==> config.mk <==
export PLATFORM = sky130hd
export DESIGN_NAME = ufm_hex_dump
export DESIGN_NICKNAME = d
export VERILOG_FILES = /design/src/rtl/ufm_dump_pkg.sv /design/src/rtl/nibble_to_ascii.sv /design/src/rtl/ufm_hex_dump.sv
export SDC_FILE = /design/constraint.sdc
export NUM_CORES = 1
export LEC_CHECK = 0
export ABC_AREA = 1
export BUFFER_PORTS_ARGS = -buffer_cell sky130_fd_sc_hd__buf_4
export CAP_MARGIN = 15
export CORE_MARGIN = 8
export CORE_UTILIZATION = 63
export DETAILED_ROUTE_END_ITERATION = 8
export GPL_ROUTABILITY_DRIVEN = 1
export HOLD_SLACK_MARGIN = 0.1
export PLACE_DENSITY = 0.83
export SLEW_MARGIN = 40
export SYNTH_ARGS = -nofsm -noshare
export SYNTH_HDL_FRONTEND = slang
export SYNTH_SLANG_ARGS = --single-unit
==> constraint.sdc <==
create_clock -name clk -period 4.3 [get_ports clk]
set_clock_uncertainty 0.05 [all_clocks]
set_input_delay 0.645 -clock clk [delete_from_list [all_inputs] [get_ports clk]]
set_output_delay 0.645 -clock clk [all_outputs]
set_load 0.02 [all_outputs]
==> src/rtl/ufm_dump_pkg.sv <==
// Shared definitions for the UFM hex-dump formatter: FSM state encoding
// and the ASCII constants used to build the text lines.
package ufm_dump_pkg;

  typedef logic [3:0] state_t;

  localparam state_t S_WAIT  = 4'd0;
  localparam state_t S_A3    = 4'd1;
  localparam state_t S_A2    = 4'd2;
  localparam state_t S_A1    = 4'd3;
  localparam state_t S_A0    = 4'd4;
  localparam state_t S_COLON = 4'd5;
  localparam state_t S_SP0   = 4'd6;
  localparam state_t S_HI    = 4'd7;
  localparam state_t S_LO    = 4'd8;
  localparam state_t S_SP1   = 4'd9;
  localparam state_t S_CR    = 4'd10;
  localparam state_t S_LF    = 4'd11;

  localparam logic [7:0] ASC_COLON = 8'h3A;
  localparam logic [7:0] ASC_SP    = 8'h20;
  localparam logic [7:0] ASC_CR    = 8'h0D;
  localparam logic [7:0] ASC_LF    = 8'h0A;
  localparam logic [7:0] ASC_0     = 8'h30;
  localparam logic [7:0] ASC_A     = 8'h41;

endpackage

==> src/rtl/nibble_to_ascii.sv <==
// Combinational nibble to uppercase ASCII hex digit.
//   nib_i : 4-bit value
//   asc_o : '0'..'9' or 'A'..'F'
module nibble_to_ascii
  import ufm_dump_pkg::*;
(
  input  logic [3:0] nib_i,
  output logic [7:0] asc_o
);

  always_comb begin
    if (nib_i < 4'd10) asc_o = ASC_0 + {4'h0, nib_i};
    else               asc_o = ASC_A + {4'h0, nib_i} - 8'd10;
  end

endmodule

==> src/rtl/ufm_hex_dump.sv <==
// Formats raw UFM bytes as hex-dump text lines ("AAAA: HH HH ... \r\n")
// and writes them one character at a time into the UART.
//   clk, rst     : clock, async active-high reset
//   in_data/in_valid/in_last/in_ready : byte stream from the UFM reader
//   tx_data/tx_wr : character + single-cycle write strobe to the UART
//   tx_empty     : UART transmitter idle
//   line_active  : a text line is partially printed
module ufm_hex_dump
  import ufm_dump_pkg::*;
#(
  parameter int                  ADDR_WIDTH     = 15,
  parameter logic [ADDR_WIDTH-1:0] START_ADDR   = 15'h7FA0,
  parameter int                  BYTES_PER_LINE = 16
) (
  input  logic       clk,
  input  logic       rst,
  input  logic [7:0] in_data,
  input  logic       in_valid,
  input  logic       in_last,
  output logic       in_ready,
  output logic [7:0] tx_data,
  output logic       tx_wr,
  input  logic       tx_empty,
  output logic       line_active
);

  state_t                state_q, state_d;
  logic [ADDR_WIDTH-1:0] addr_q;
  logic [4:0]            col_q;
  logic [7:0]            data_q;
  logic                  last_q;
  logic                  tx_wr_q;
  logic                  line_active_q;

  logic                  accept;
  logic                  emit;
  logic [15:0]           addr16;
  logic [3:0]            nib;
  logic [7:0]            hex_ch;
  logic [7:0]            ch;

  assign addr16 = 16'(addr_q);

  // ---- state register ----
  always_ff @(posedge clk or posedge rst) begin
    if (rst) state_q <= S_WAIT;
    else     state_q <= state_d;
  end

  // ---- next-state ----
  always_comb begin
    state_d = state_q;
    if (state_q == S_WAIT) begin
      if (accept) state_d = (col_q == 5'd0) ? S_A3 : S_HI;
    end else if (emit) begin
      case (state_q)
        S_A3:    state_d = S_A2;
        S_A2:    state_d = S_A1;
        S_A1:    state_d = S_A0;
        S_A0:    state_d = S_COLON;
        S_COLON: state_d = S_SP0;
        S_SP0:   state_d = S_HI;
        S_HI:    state_d = S_LO;
        S_LO:    state_d = S_SP1;
        // col_q still holds the pre-increment column here
        S_SP1:   state_d = (last_q || col_q == 5'(BYTES_PER_LINE - 1)) ? S_CR : S_WAIT;
        S_CR:    state_d = S_LF;
        default: state_d = S_WAIT;
      endcase
    end
  end

  // ---- outputs ----
  always_comb begin
    in_ready = (state_q == S_WAIT);
    accept   = in_valid && in_ready;
    // Skipping the cycle after a write gives the UART time to drop tx_empty.
    emit     = (state_q != S_WAIT) && tx_empty && !tx_wr_q;

    nib = 4'h0;
    case (state_q)
      S_A3:    nib = addr16[15:12];
      S_A2:    nib = addr16[11:8];
      S_A1:    nib = addr16[7:4];
      S_A0:    nib = addr16[3:0];
      S_HI:    nib = data_q[7:4];
      S_LO:    nib = data_q[3:0];
      default: nib = 4'h0;
    endcase

    ch = hex_ch;
    case (state_q)
      S_COLON:      ch = ASC_COLON;
      S_SP0, S_SP1: ch = ASC_SP;
      S_CR:         ch = ASC_CR;
      S_LF:         ch = ASC_LF;
      default:      ch = hex_ch;
    endcase

    tx_wr       = emit;
    tx_data     = emit ? ch : 8'h00;
    line_active = line_active_q;
  end

  nibble_to_ascii u_hex (
    .nib_i (nib),
    .asc_o (hex_ch)
  );

  // ---- datapath ----
  always_ff @(posedge clk or posedge rst) begin
    if (rst) begin
      addr_q        <= START_ADDR;
      col_q         <= 5'd0;
      data_q        <= 8'h00;
      last_q        <= 1'b0;
      tx_wr_q       <= 1'b0;
      line_active_q <= 1'b0;
    end else begin
      tx_wr_q <= emit;
      if (accept) begin
        data_q <= in_data;
        last_q <= in_last;
        if (col_q == 5'd0) line_active_q <= 1'b1;
      end
      if (emit && state_q == S_SP1) begin
        addr_q <= addr_q + ADDR_WIDTH'(1);
        col_q  <= col_q + 5'd1;
      end
      if (emit && state_q == S_LF) begin
        col_q         <= 5'd0;
        line_active_q <= 1'b0;
        if (last_q) addr_q <= START_ADDR;
      end
    end
  end

endmodule
==> flow_summary.ini <==
[yosys]
yosys.area.top_type = dfrtp_1
syn_avg_cell_area_um2 = 7.314
yosysTopAreaCellShare_pct = 29.16
synth_seq_area_share_pct = 39.76
synth_cell_types = 35
syn_inst = 305
yosysWarningCount = 0
synthTopCellsByArea = dfrtp_1, nand2_1, dfstp_2
netlist_area_mm2 = 0.002231
syn_nets = 322
synth_seq_cells = 35

[clocking]
cts_tree = built
cts_max_level = 2
cts_sinks = 35
cts_setup_buffers = 0
clk_pin_slew_ns = 0.12
numCtsBuffers = 5
cts_resized = 0
clk_latency_ns = 0.35
cts-root-buf = clkbuf_4
cts_hold_buf = 0
cts.path.max_buffers = 2

[floorplan]
core_area_mm2 = 0.003363
dieArea_mm2 = 0.005701
rows = 21
pin_count = 24
start_util_pct = 66.33
die_h_um = 75.51
dieWidth_um = 75.51

[sta]
drv_slew = 0
tightest_slew_ns = 0.7654
hold_viol_final = 0
fmax_mhz = 312.3
rsz0062_at_grt = false
setup-violations-final = 0
setup_tns_ns = 0
layout_min_cycle_time_ns = 3.202
hold_slack_ns = 0.3288
relSlewSlack_pct = 48.78
period_share_pct = 74.47

[status]
status = finished, final reports clean

[setup_path]
arrival_ns = 2.51
r2r-start = state_q[1]
startpoint_type = register
cp_max_fo = 11
crit_required_ns = 3.61
ff2ff_path_depth = 6
endpoint = tx_data[0]
cp_cell_sequence = nor2_1, nand2_1, nor2_1, nor2_1, nand2_1, inv_1, nor2_1, nor2_1, nor2_1, nor2_1, buf_4
ff2ff_setup_slack_ns = 2.06
critical_path_class = reg -> out
crit_start = state_q[1]
cp_slowest_stage_delay_ns = 0.62
endpoint_kind = output port
r2r_end = data_q[3]
crit_slowest_cell = nor2_1
cpMostUsedCell = nor2_1

[power]
p_leak_nw = 1.341
p_per_area_mw_per_mm2 = 622.7
power_mw = 1.552
ir_drop_mv = 0.3186

[hold_path]
hp-class = in -> async

[grt]
antenna_found_initial = 0
grt-ovfl-total = 0
grt_start_max_net_pins = 36
grt.total_usage_pct = 20.38
grt_pass1_wl_mm = 8.866
grt_pass1_vias = 2023

[finish]
syn_to_final_growth_pct = 11.72
fin_area_mm2 = 0.002492
n_antenna_cell = 0
final_core_util_pct = 74.11
drive_above_1_share_pct = 18.07
nets = 348

[placement]
numPortBuffers = 22
gp_congestion = 0.9193
place_area_mm2 = 0.002432
dp_hpwl_mm = 3.960

[drt]
drt_wl_total_mm = 5.187
avgViaCountPerCell = 5.439
first_pass_iters = 5
dr.first_iter.drc_count = 225
wl_per_cell_um = 13.72
drc = 0
vias = 2056
ant_nets = 0

[run]
max-cap-violations = 0
where the power goes:
| group | switching, mW | leakage (nW) | internal (mW) | total (mW) |
|---|---|---|---|---|
| Clock | 0.114 | 0.0353 | 0.0793 | 0.193 |
| Sequential | 0.123 | 0.408 | 0.472 | 0.595 |
| Combinational | 0.507 | 0.898 | 0.256 | 0.764 |
Yosys cell counts (all sizes together):
master / count
nand2: 83
nor3b: 1
nand3: 25
a21oi: 16
o22ai: 1
dfrtp: 26
xor2: 2
nor2: 39
o21ai: 24
nor3: 9
buf: 4
ha: 4
o211ai: 2
nor4: 1
or2: 1
nand3b: 2
nand4: 4
inv: 47
conb: 1
o31ai: 1
a211oi: 2
dfstp: 9
a31oi: 1
worst min-delay path by stage:
stage | from | endpoint | slack [ns] | cells past startpoint
floorplan | col_q[2] | col_q[2] | 0.40 | 1
detailed placement | col_q[2] | col_q[2] | 0.42 | 1
finish | rst | col_q[2] | 0.33 | 3
global placement | col_q[2] | col_q[2] | 0.42 | 1
global route | rst | col_q[3] | 0.37 | 3
CTS | rst | col_q[2] | 0.34 | 3
per-stage QoR:
stage                     setup slack, ns  std cells
after floorplan                     1.905        305
after global placement              1.638        370
after detailed placement            1.544        370
after CTS                           1.151        378
after global routing               0.8589        378
final                               1.098        378
worst max-delay path, delay by kind of cell, from the launching register on:
kind / cells / cell delay, ns
DFF: 1 / 0.47
and+or+nand+nor: 9 / 1.49
buffers and inverters: 2 / 0.20
placed cells by master (no fill, tap or decap), types with 9 or more instances in the layout:
master and n:
a21oi_1 16, buf_4 23, dfrtp_1 26, dfstp_2 9, inv_1 41, nand2_1 77, nand3_1 25, nor2_1 31
nor3_1 9, o21ai_0 20
per-layer routing:
| metal | routed length (µm) | vias to the layer above | track usage, % |
|---|---|---|---|
| li1 | - | 1031 | - |
| met5 | 0 | - | 0 |
| met1 | 2196 | 945 | 25.02 |
| met4 | 104 | 0 | 8.316 |
| met3 | 389 | 13 | 5.395 |
| met2 | 2498 | 67 | 33.08 |
flip-flops by register name, summed over array words and instances (netlist names):
signal	count
col_q	5
last_q	1
data_q	8
line_active	1
tx_wr_q	1
addr_q	15
state_q	4
cells by family after synthesis:
family	Yosys count	share of synthesized area (%)
buf+inv	51	9.311
compound gates	47	11.22
fa+ha+maj	4	2.243
simple gates	165	36.51
other cells	1	0.1681
flops	35	39.76
xor+xnor	2	0.7853
area by class of cell:
type | count | area (µm²)
clock buffers | 7 | 55.05
clock inverters | 1 | 5.005
fillers | 278 | 870.8
inverters | 47 | 178.9
multi-input cells | 219 | 1136
flip-flops and latches | 35 | 887.1
well taps | 46 | 57.56
repair buffers | 23 | 172.7
No activity file was read; power rests on OpenSTA's default activity.
